`config.mk`:
```
export PLATFORM = sky130hd
export DESIGN_NAME = pipe_reg_em_hs_flat
export DESIGN_NICKNAME = d
export VERILOG_FILES = /design/src/rtl/pipe_pkg.sv /design/src/rtl/pipe_reg_em_hs_if.sv /design/src/rtl/pipe_skid_buf.sv /design/src/rtl/pipe_reg_em_hs.sv /design/src/flat_wrapper.sv
export SDC_FILE = /design/constraint.sdc
export NUM_CORES = 1
export LEC_CHECK = 0
export CAP_MARGIN = 30
export CELL_PAD_IN_SITES_DETAIL_PLACEMENT = 1
export CELL_PAD_IN_SITES_GLOBAL_PLACEMENT = 1
export CORE_UTILIZATION = 36
export DETAILED_ROUTE_END_ITERATION = 16
export PLACE_DENSITY = 0.86
export RECOVER_POWER = 50
export SETUP_SLACK_MARGIN = 0.1
export SLEW_MARGIN = 40
export SYNTH_ARGS = -nofsm -noshare
export SYNTH_HDL_FRONTEND = slang
export SYNTH_SLANG_ARGS = --single-unit
```
`constraint.sdc`:
```
create_clock -name clk_i -period 1.8 [get_ports clk_i]
set_input_delay 0.18 -clock clk_i [delete_from_list [all_inputs] [get_ports clk_i]]
set_output_delay 0.18 -clock clk_i [all_outputs]
set_load 0.005 [all_outputs]
```
`src/rtl/pipe_pkg.sv`:
```
// Shared types for the execute->memory pipeline register: control bundle,
// result/size encodings and the skid-buffer state encoding.
package pipe_pkg;

    typedef struct packed {
        logic       reg_write;
        logic [1:0] result_src;
        logic       mem_write;
        logic [2:0] mem_size;
    } em_ctrl_t;

    localparam logic [1:0] RES_ALU = 2'd0;
    localparam logic [1:0] RES_MEM = 2'd1;
    localparam logic [1:0] RES_PC4 = 2'd2;

    // mem_size follows the load/store funct3 field
    localparam logic [2:0] MS_B  = 3'b000;
    localparam logic [2:0] MS_H  = 3'b001;
    localparam logic [2:0] MS_W  = 3'b010;
    localparam logic [2:0] MS_BU = 3'b100;
    localparam logic [2:0] MS_HU = 3'b101;

    localparam em_ctrl_t EM_CTRL_NOP = '0;

    typedef enum logic [1:0] {
        SB_EMPTY = 2'd0,
        SB_ONE   = 2'd1,
        SB_FULL  = 2'd2
    } sb_state_t;

    // Side-effecting controls must never leave the stage without a valid beat
    function automatic em_ctrl_t gate_ctrl(input em_ctrl_t c, input logic vld);
        em_ctrl_t g;
        g           = c;
        g.reg_write = c.reg_write & vld;
        g.mem_write = c.mem_write & vld;
        return g;
    endfunction

endpackage

```
`src/rtl/pipe_reg_em_hs_if.sv`:
```
// Execute/memory beat bus: valid/ready handshake plus datapath and control payload.
// master drives the beat, slave returns ready.
interface pipe_reg_em_hs_if
    import pipe_pkg::*;
#(
    parameter int ADDRESS_WIDTH = 32,
    parameter int DATA_WIDTH    = 32,
    parameter int REG_ADDR_W    = 5
);
    logic                     vld;
    logic                     rdy;
    logic [DATA_WIDTH-1:0]    alu_result;
    logic [DATA_WIDTH-1:0]    write_data;
    logic [REG_ADDR_W-1:0]    rd;
    logic [ADDRESS_WIDTH-1:0] pc_plus4;
    em_ctrl_t                 ctrl;

    modport master (output vld, alu_result, write_data, rd, pc_plus4, ctrl, input rdy);
    modport slave  (input vld, alu_result, write_data, rd, pc_plus4, ctrl, output rdy);
endinterface

```
`src/rtl/pipe_skid_buf.sv`:
```
// Generic two-entry skid buffer; main entry drives the output, skid absorbs one beat.
// Latency 1 cycle when empty; 1 beat/cycle sustained while out_rdy stays high.
// in_rdy is registered: drops only when both entries hold a beat.
module pipe_skid_buf
    import pipe_pkg::*;
#(
    parameter type T             = logic [7:0],
    parameter T    KEEP_ON_FLUSH = '0
) (
    input  logic clk_i,
    input  logic rst_ni,
    input  logic flush_i,
    input  logic in_vld,
    output logic in_rdy,
    input  T     in_dat,
    output logic out_vld,
    input  logic out_rdy,
    output T     out_dat
);
    sb_state_t state_q;
    T          skid_q;

    always_ff @(posedge clk_i or negedge rst_ni) begin
        if (!rst_ni) begin
            state_q <= SB_EMPTY;
            out_dat <= '0;
            skid_q  <= '0;
            out_vld <= 1'b0;
            in_rdy  <= 1'b1;
        end else if (flush_i) begin
            // killed entries keep payload but lose whatever KEEP_ON_FLUSH masks off
            state_q <= SB_EMPTY;
            out_dat <= out_dat & KEEP_ON_FLUSH;
            skid_q  <= skid_q & KEEP_ON_FLUSH;
            out_vld <= 1'b0;
            in_rdy  <= 1'b1;
        end else begin
            case (state_q)
                SB_EMPTY: begin
                    if (in_vld) begin
                        out_dat <= in_dat;
                        out_vld <= 1'b1;
                        state_q <= SB_ONE;
                    end
                end
                SB_ONE: begin
                    if (in_vld && out_rdy) begin
                        out_dat <= in_dat;
                    end else if (in_vld) begin
                        skid_q  <= in_dat;
                        in_rdy  <= 1'b0;
                        state_q <= SB_FULL;
                    end else if (out_rdy) begin
                        out_vld <= 1'b0;
                        state_q <= SB_EMPTY;
                    end
                end
                SB_FULL: begin
                    if (out_rdy) begin
                        out_dat <= skid_q;
                        in_rdy  <= 1'b1;
                        state_q <= SB_ONE;
                    end
                end
                default: begin
                    out_vld <= 1'b0;
                    in_rdy  <= 1'b1;
                    state_q <= SB_EMPTY;
                end
            endcase
        end
    end
endmodule

```
`src/rtl/pipe_reg_em_hs.sv`:
```
// Execute->memory pipeline register with valid/ready handshake, flush and optional skid.
// Latency 1 cycle when empty; full throughput while the memory side is ready.
// SKID=1: registered ready from a 2-entry buffer; SKID=0: ready = !valid | downstream ready.
module pipe_reg_em_hs
    import pipe_pkg::*;
#(
    parameter int ADDRESS_WIDTH = 32,
    parameter int DATA_WIDTH    = 32,
    parameter int REG_ADDR_W    = 5,
    parameter bit SKID          = 1'b1
) (
    input  logic                    clk_i,
    input  logic                    rst_ni,
    input  logic                    flush_i,
    pipe_reg_em_hs_if.slave         e_if,
    pipe_reg_em_hs_if.master        m_if
);
    typedef struct packed {
        logic [DATA_WIDTH-1:0]    alu_result;
        logic [DATA_WIDTH-1:0]    write_data;
        logic [REG_ADDR_W-1:0]    rd;
        logic [ADDRESS_WIDTH-1:0] pc_plus4;
        em_ctrl_t                 ctrl;
    } beat_t;

    localparam int BEAT_W = $bits(beat_t);
    localparam int CTRL_W = $bits(em_ctrl_t);
    // ctrl sits in the low bits: a flush clears it and leaves the datapath fields alone
    localparam beat_t KEEP_ON_FLUSH = beat_t'({{(BEAT_W-CTRL_W){1'b1}}, {CTRL_W{1'b0}}});

    beat_t in_beat;
    beat_t out_beat;
    logic  out_vld;

    always_comb begin
        in_beat.alu_result     = e_if.alu_result;
        in_beat.write_data     = e_if.write_data;
        in_beat.rd             = e_if.rd;
        in_beat.pc_plus4       = e_if.pc_plus4;
        in_beat.ctrl           = e_if.ctrl;
        in_beat.ctrl.reg_write = e_if.ctrl.reg_write & (e_if.rd != '0);
    end

    generate
        if (SKID) begin : g_skid
            pipe_skid_buf #(
                .T             (beat_t),
                .KEEP_ON_FLUSH (KEEP_ON_FLUSH)
            ) u_buf (
                .clk_i   (clk_i),
                .rst_ni  (rst_ni),
                .flush_i (flush_i),
                .in_vld  (e_if.vld),
                .in_rdy  (e_if.rdy),
                .in_dat  (in_beat),
                .out_vld (out_vld),
                .out_rdy (m_if.rdy),
                .out_dat (out_beat)
            );
        end else begin : g_reg
            assign e_if.rdy = !out_vld | m_if.rdy;

            always_ff @(posedge clk_i or negedge rst_ni) begin
                if (!rst_ni) begin
                    out_vld  <= 1'b0;
                    out_beat <= '0;
                end else if (flush_i) begin
                    out_vld  <= 1'b0;
                    out_beat <= out_beat & KEEP_ON_FLUSH;
                end else if (e_if.vld && e_if.rdy) begin
                    out_vld  <= 1'b1;
                    out_beat <= in_beat;
                end else if (m_if.rdy) begin
                    out_vld  <= 1'b0;
                end
            end
        end
    endgenerate

    assign m_if.vld        = out_vld;
    assign m_if.alu_result = out_beat.alu_result;
    assign m_if.write_data = out_beat.write_data;
    assign m_if.rd         = out_beat.rd;
    assign m_if.pc_plus4   = out_beat.pc_plus4;
    assign m_if.ctrl       = gate_ctrl(out_beat.ctrl, out_vld);
endmodule

```
`src/flat_wrapper.sv`:
```
// flat-port wrapper written by rule: the top's interface ports become plain ports
module pipe_reg_em_hs_flat import pipe_pkg::*;
#(
    parameter int ADDRESS_WIDTH = 32,
    parameter int DATA_WIDTH    = 32,
    parameter int REG_ADDR_W    = 5,
    parameter bit SKID          = 1'b1
)
  (clk_i, rst_ni, flush_i, e_if_vld, e_if_alu_result, e_if_write_data, e_if_rd, e_if_pc_plus4, e_if_ctrl, e_if_rdy, m_if_vld, m_if_alu_result, m_if_write_data, m_if_rd, m_if_pc_plus4, m_if_ctrl, m_if_rdy);
  pipe_reg_em_hs_if #(.ADDRESS_WIDTH(ADDRESS_WIDTH), .DATA_WIDTH(DATA_WIDTH), .REG_ADDR_W(REG_ADDR_W)) e_if_i ();
  pipe_reg_em_hs_if #(.ADDRESS_WIDTH(ADDRESS_WIDTH), .DATA_WIDTH(DATA_WIDTH), .REG_ADDR_W(REG_ADDR_W)) m_if_i ();
  input  logic clk_i;
  input  logic rst_ni;
  input  logic flush_i;
  input wire logic [$bits(e_if_i.vld)-1:0] e_if_vld;
  input wire logic [$bits(e_if_i.alu_result)-1:0] e_if_alu_result;
  input wire logic [$bits(e_if_i.write_data)-1:0] e_if_write_data;
  input wire logic [$bits(e_if_i.rd)-1:0] e_if_rd;
  input wire logic [$bits(e_if_i.pc_plus4)-1:0] e_if_pc_plus4;
  input wire logic [$bits(e_if_i.ctrl)-1:0] e_if_ctrl;
  output wire logic [$bits(e_if_i.rdy)-1:0] e_if_rdy;
  output wire logic [$bits(m_if_i.vld)-1:0] m_if_vld;
  output wire logic [$bits(m_if_i.alu_result)-1:0] m_if_alu_result;
  output wire logic [$bits(m_if_i.write_data)-1:0] m_if_write_data;
  output wire logic [$bits(m_if_i.rd)-1:0] m_if_rd;
  output wire logic [$bits(m_if_i.pc_plus4)-1:0] m_if_pc_plus4;
  output wire logic [$bits(m_if_i.ctrl)-1:0] m_if_ctrl;
  input wire logic [$bits(m_if_i.rdy)-1:0] m_if_rdy;
  assign e_if_i.vld = e_if_vld;
  assign e_if_i.alu_result = e_if_alu_result;
  assign e_if_i.write_data = e_if_write_data;
  assign e_if_i.rd = e_if_rd;
  assign e_if_i.pc_plus4 = e_if_pc_plus4;
  assign e_if_i.ctrl = e_if_ctrl;
  assign e_if_rdy = e_if_i.rdy;
  assign m_if_vld = m_if_i.vld;
  assign m_if_alu_result = m_if_i.alu_result;
  assign m_if_write_data = m_if_i.write_data;
  assign m_if_rd = m_if_i.rd;
  assign m_if_pc_plus4 = m_if_i.pc_plus4;
  assign m_if_ctrl = m_if_i.ctrl;
  assign m_if_i.rdy = m_if_rdy;
  pipe_reg_em_hs #(.ADDRESS_WIDTH(ADDRESS_WIDTH), .DATA_WIDTH(DATA_WIDTH), .REG_ADDR_W(REG_ADDR_W), .SKID(SKID)) u_core (.clk_i(clk_i), .rst_ni(rst_ni), .flush_i(flush_i), .e_if(e_if_i), .m_if(m_if_i));
endmodule
```
# ---- After elaboration in Yosys (flattened, before gate mapping)
# Index checks and enable logic that the tools add are counted.
dict set report word_totals {
  latchBits 0
  word_cells 81
  memories 0
  regBits 220
  ramBits 0
  in_bits 113
  rom_bits 0
  output_inout_bits 110
}
dict set report op_classes {
  addsub 0
  n_reduce_logical 14
  div_mod_pow 0
  n_mul 0
  bitwise_logic 5
  eq_ne 16
  n_mux 27
  n_lt_le_gt_ge 0
  shift 0
}
# cell count
set ops {}
lappend ops {{108-bit two-way mux} 3}
lappend ops {{108-bit one-hot mux with 3 select lines} 1}
lappend ops {{7-bit two-way mux} 5}
lappend ops {{3-bit != test, second input constant} 7}
lappend ops {{4-bit AND reduction} 4}
lappend ops {{2-bit two-way mux} 6}
lappend ops {{2-bit != test, second input constant} 6}
lappend ops {{5-bit AND reduction} 2}
lappend ops {{1-bit two-way mux} 9}
lappend ops {{1-bit one-hot mux with 3 select lines} 2}
lappend ops {{2-bit one-hot mux with 3 select lines} 1}
lappend ops {{5-bit nonzero test} 1}
lappend ops {{4-bit != test, second input constant} 1}
lappend ops {{2-bit nonzero test} 2}
lappend ops {{4-bit nonzero test} 1}
lappend ops {{1-bit bitwise AND} 3}
lappend ops {{3-bit AND reduction} 1}
lappend ops {{3-bit nonzero test} 1}
lappend ops {{2-bit by 1-bit equality test with 1-bit output, second input constant} 1}
lappend ops {{2-bit equality test, second input constant} 1}
lappend ops {{2-bit logical NOT} 1}
lappend ops {{1-bit inverter} 2}
lappend ops {{1-bit logical AND} 1}

# ---- Depth between registers and ports, before layout
dict set report depth {
  ltp_word 6
  mapped_depth 7
  depth_no_buf 4
}

# ---- Hierarchy
# A second synthesis with hierarchy kept.
dict set report hier_totals {
  cells_unflattened 613
  area_unflattened_um2 9614.2
}
# mod area_per_inst_um2 n_inst cells_each
set by_module_without_submodules {}
lappend by_module_without_submodules {pipe_skid_buf 9586.7 1 609}
lappend by_module_without_submodules {pipe_reg_em_hs 27.5 1 4}

# ---- Least setup slack after synthesis
# Ideal clock, no wire load.
dict set report synth_timing {
  kind {reg2reg}
  start {register u_core.g_skid.u_buf.state_q[1]}
  end {register u_core.g_skid.u_buf.skid_q[100] (netlist name)}
  t_arrival_ps 1608
  t_required_ps 1672
  setup_ps 128
  n_path_buf 2
  stages_incl_launch_ff 6
  slack_ps 65
  cell_sequence {dfrtp_1 -> nand3b_1 -> nor3_4 -> buf_2 -> buf_4 -> mux2_1}
}
dict set report synth_via {
  elab_chain_cells 2
}
# element line_no
set synth_lines {}
lappend synth_lines {{start, declared} pipe_skid_buf.sv:20} ;# sb_state_t state_q;
lappend synth_lines {{start signal, assigned} pipe_skid_buf.sv:25} ;# state_q <= SB_EMPTY;
lappend synth_lines {{start signal, assigned} pipe_skid_buf.sv:32} ;# state_q <= SB_EMPTY;
lappend synth_lines {{start signal, assigned} pipe_skid_buf.sv:43} ;# state_q <= SB_ONE;
lappend synth_lines {{2-bit by 1-bit equality test with 1-bit output} pipe_skid_buf.sv:38} ;# case (state_q)
lappend synth_lines {{4-bit AND reduction (no line)} --}
lappend synth_lines {{end signal, assigned} pipe_skid_buf.sv:34} ;# skid_q <= skid_q & KEEP_ON_FLUSH;
lappend synth_lines {{end signal, assigned} pipe_skid_buf.sv:50} ;# skid_q <= in_dat;
lappend synth_lines {{end, declared} pipe_skid_buf.sv:21} ;# T skid_q;
# Every way passes these cells.
# A chain may end at the register's enable or synchronous reset.

# ---- Worst setup path in the final report
dict set report layout_timing {
  start {register u_core.g_skid.u_buf.state_q[1]}
  end {register u_core.g_skid.u_buf.out_dat[34] (netlist name)}
}
dict set report layout_via {
  elab_chain_cells 3
  elab_cells_between_ends 9
  cone_classes {eq/ne: 5; mux: 1; reduce/logical: 3}
}
# element line_no
set layout_lines {}
lappend layout_lines {{2-bit by 1-bit equality test with 1-bit output (tied with other cells)} pipe_skid_buf.sv:38}
lappend layout_lines {{2-bit != test (no line) / 3-bit nonzero test (equally long branches)} --}
lappend layout_lines {{5-bit AND reduction (no line)} --}
lappend layout_lines {{end signal, assigned} pipe_skid_buf.sv:33} ;# out_dat <= out_dat & KEEP_ON_FLUSH;
lappend layout_lines {{end signal, assigned} pipe_skid_buf.sv:41} ;# out_dat <= in_dat;
lappend layout_lines {{end signal, assigned} pipe_skid_buf.sv:48} ;# out_dat <= in_dat;
lappend layout_lines {{end, declared} pipe_skid_buf.sv:18} ;# output T out_dat
# Several ways; a longest one is shown, not always the timed one.

==> flow_metrics.env <==
export IMPL_status="completed"
export IMPL_remaining_drc_errors=0
export IMPL_p_leak_nw=6.659
export IMPL_synthesis_instances=937
export IMPL_synth_avg_cell_area_um2=11.09
export IMPL_p_per_area_nw_per_um2=1102
export IMPL_dieWidth_um=171.9
export IMPL_row_count=61
export IMPL_num_vias=7412
export IMPL_n_antenna_cell=0
export IMPL_ys_ff_latch=220
export IMPL_worstSetupPathType="flip-flop to flip-flop"
export IMPL_grt_pass1_wl_um=44590
export IMPL_fin_skew_ps=8.364
export IMPL_area_growth_pct=39.81
export IMPL_path_max_fanout=9
export IMPL_die_h_um=171.9
export IMPL_hold_path_class="primary input to asynchronous set/reset pin"
export IMPL_fin_crit_sh_pct=98.50
export IMPL_cap_violations=0
export IMPL_rsz0062_at_grt="true"
export IMPL_netlist_area_um2=10390
export IMPL_final_cell_mix="nand2_1, dfrtp_1, clkdlybuf4s50_1, mux2_4, mux2_2"
export IMPL_slew_violations=0
export IMPL_holdWs_ps=174.5
export IMPL_start_util_pct=36.98
export IMPL_htreeDepth=1
export IMPL_drive_gt1_share_pct=29.13
export IMPL_cts_root_buffer="clkbuf_16"
export IMPL_clk_latency_ps=520
export IMPL_core_area_um2=28090
export IMPL_synth_edf_count=0
export IMPL_worstPathRequired_ps=2200
export IMPL_synth_cell_types=30
export IMPL_ys_seq_area_share_pct=53.01
export IMPL_final_cells=1511
export IMPL_slew_headroom_pct=38.61
export IMPL_final_common_cell="nand2_1"
export IMPL_die_area_um2=29540
export IMPL_grt_util_all_layers_pct=19.45
export IMPL_portBuffers=222
export IMPL_gp_congestion=0.7672
export IMPL_worstMarginPinSlew_ps=920.9
export IMPL_grt_pass1_vias=8203
export IMPL_wl_per_cell_um=20.50
export IMPL_dp_cells=1445
export IMPL_dr_first_iter_drc_count=365
export IMPL_start_kind="flip-flop"
export IMPL_dr_pass1_iters=4
export IMPL_cts_made_buffers=26
export IMPL_fin_nets=1231
export IMPL_antenna_found_initial=0
export IMPL_ys_warn_count=0
export IMPL_wirelength_um=30980
export IMPL_tritoncts="built"
export IMPL_cp_end_kind="flip-flop"
export IMPL_clkTransAtPathRegs_ps=60
export IMPL_final_hold_viol_count=0
export IMPL_grt_overflow=0
export IMPL_ant_nets=0
export IMPL_grt_max_degree=61
export IMPL_async_flop_share_pct=100.0
export IMPL_post_dp_hpwl_um=19180
export IMPL_synth_nets=1050
export IMPL_worst_endpoint_arrival_ps=2180
export IMPL_nFillCells=2924
export IMPL_setup_viol=0
export IMPL_clk_path_buf_depth=3
export IMPL_max_freq_mhz=564.0
export IMPL_synth_top_flop_cell="dfrtp_1"
export IMPL_ioPinCount=223
export IMPL_clkSinkCount=220
export IMPL_fin_crit_ps=1773
export IMPL_peakVddDrop_v=0.0006365
export IMPL_via_per_inst=4.905
-- area by class of cell --
class	count	area, um^2	share of cell area, %
multi-input combinational	562	4277	29.45
clock buffer	34	732.0	5.040
sequential	220	5508	37.93
clock inverter	9	151.4	1.042
tap	378	473.0	3.257
timing repair buffer	308	3382	23.29
-- final timing paths --
kind / startpoint / end / slack (ps) / depth (start not counted)
max: u_core.g_skid.u_buf.state_q[1]$_DFFE_PN0P_ / u_core.g_skid.u_buf.out_dat[34]$_DFFE_PN0P_ / 30 / 8
min: rst_ni / u_core.g_skid.u_buf.out_dat[102]$_DFFE_PN0P_ / 170 / 2
max reg2reg: u_core.g_skid.u_buf.state_q[1]$_DFFE_PN0P_ / u_core.g_skid.u_buf.out_dat[34]$_DFFE_PN0P_ / 30 / 8
min reg2reg: u_core.g_skid.u_buf.out_dat[0]$_DFFE_PN0P_ / u_core.g_skid.u_buf.out_dat[0]$_DFFE_PN0P_ / 490 / 2
max in group asynchronous: rst_ni / u_core.g_skid.u_buf.state_q[0]$_DFFE_PN0P_ / 280 / 3
min in group clk_i: e_if_alu_result[1] / u_core.g_skid.u_buf.skid_q[77]$_DFFE_PN0P_ / 300 / 2
-- layer usage --
| metal | routed length [um] | share of wire (%) | GRT usage (%) |
|---|---|---|---|
| met5 | 0 | 0 | 0 |
| met4 | 789 | 2.5 | 4.656 |
| met3 | 2118 | 6.8 | 5.470 |
| met2 | 15640 | 50 | 35.03 |
| met1 | 12430 | 40 | 22.73 |
-- per-stage QoR --
step,util (%),area [um^2],TNS (ps),power [mW],setup WS [ps]
after floorplan,-,10390,0,8.626,116.0
after global placement,45.55,12790,-28640,9.748,-198.3
after detailed placement,45.55,12790,-37680,9.987,-276.9
after CTS,49.77,13980,0,15.65,2.863
after global routing,51.71,14520,-994.1,16.72,-37.44
final,51.71,14520,0,16.00,26.91
-- sequential cells by signal (all words and copies together) (netlist names) --
signal                       flops
u_core.g_skid.u_buf.out_vld      1
u_core.g_skid.u_buf.in_rdy       1
u_core.g_skid.u_buf.out_dat    108
u_core.g_skid.u_buf.skid_q     108
u_core.g_skid.u_buf.state_q      2
-- synthesized netlist by cell type (2+ instances only) --
| library cell | n | share of area (%) |
|---|---|---|
| nand2_1 | 313 | 11 |
| dfrtp_1 | 219 | 53 |
| mux2_2 | 174 | 19 |
| buf_4 | 111 | 8.0 |
| mux2_1 | 28 | 3.0 |
| clkbuf_1 | 16 | 0.58 |
| buf_2 | 15 | 0.72 |
| buf_6 | 8 | 0.87 |
| a22o_1 | 6 | 0.51 |
| mux2i_1 | 6 | 0.58 |
| nor2_1 | 6 | 0.22 |
| o31ai_1 | 6 | 0.43 |
| buf_1 | 5 | 0.18 |
| nand2b_1 | 3 | 0.18 |
| a32o_1 | 2 | 0.19 |
| and2_1 | 2 | 0.12 |
| nand3b_1 | 2 | 0.14 |
| nor2b_1 | 2 | 0.12 |
| o21bai_1 | 2 | 0.14 |
-- power by group --
| group | total (mW) | internal, mW | leakage (nW) | switching (mW) |
|---|---|---|---|---|
| registers | 6.83 | 6.11 | 2.67 | 0.726 |
| clock network | 5.46 | 3.41 | 0.432 | 2.05 |
| logic | 3.71 | 2.53 | 3.56 | 1.18 |
-- cells by family after synthesis --
group           count (synthesis)  share of synthesized area, %
xor+xnor                        1                       0.08433
mux                           208                         22.48
simple gates                  331                         12.35
buf+inv                       155                         10.37
flops                         220                         53.01
compound gates                 22                         1.710
-- repair_timing --
item | in CTS | in global routing
endpoints found under the setup margin | 163 | 212
gates resized for setup | 30 | 122
hold buffers | 1 | 0
gates cloned | 3 | 5
buffers inserted | 12 | 2
endpoints found under the hold margin | 60 | 0
pin swaps | 4 | 2
-- worst max-delay path: stages (launching register included) --
cell	delay [ps]
dfrtp_1	390
buf_4	160
nor2b_4	120
a22oi_2	80
nor2_4	170
buf_12	170
buf_12	110
buf_12	120
mux2_2	340
Power figures use the tool's default switching activity.
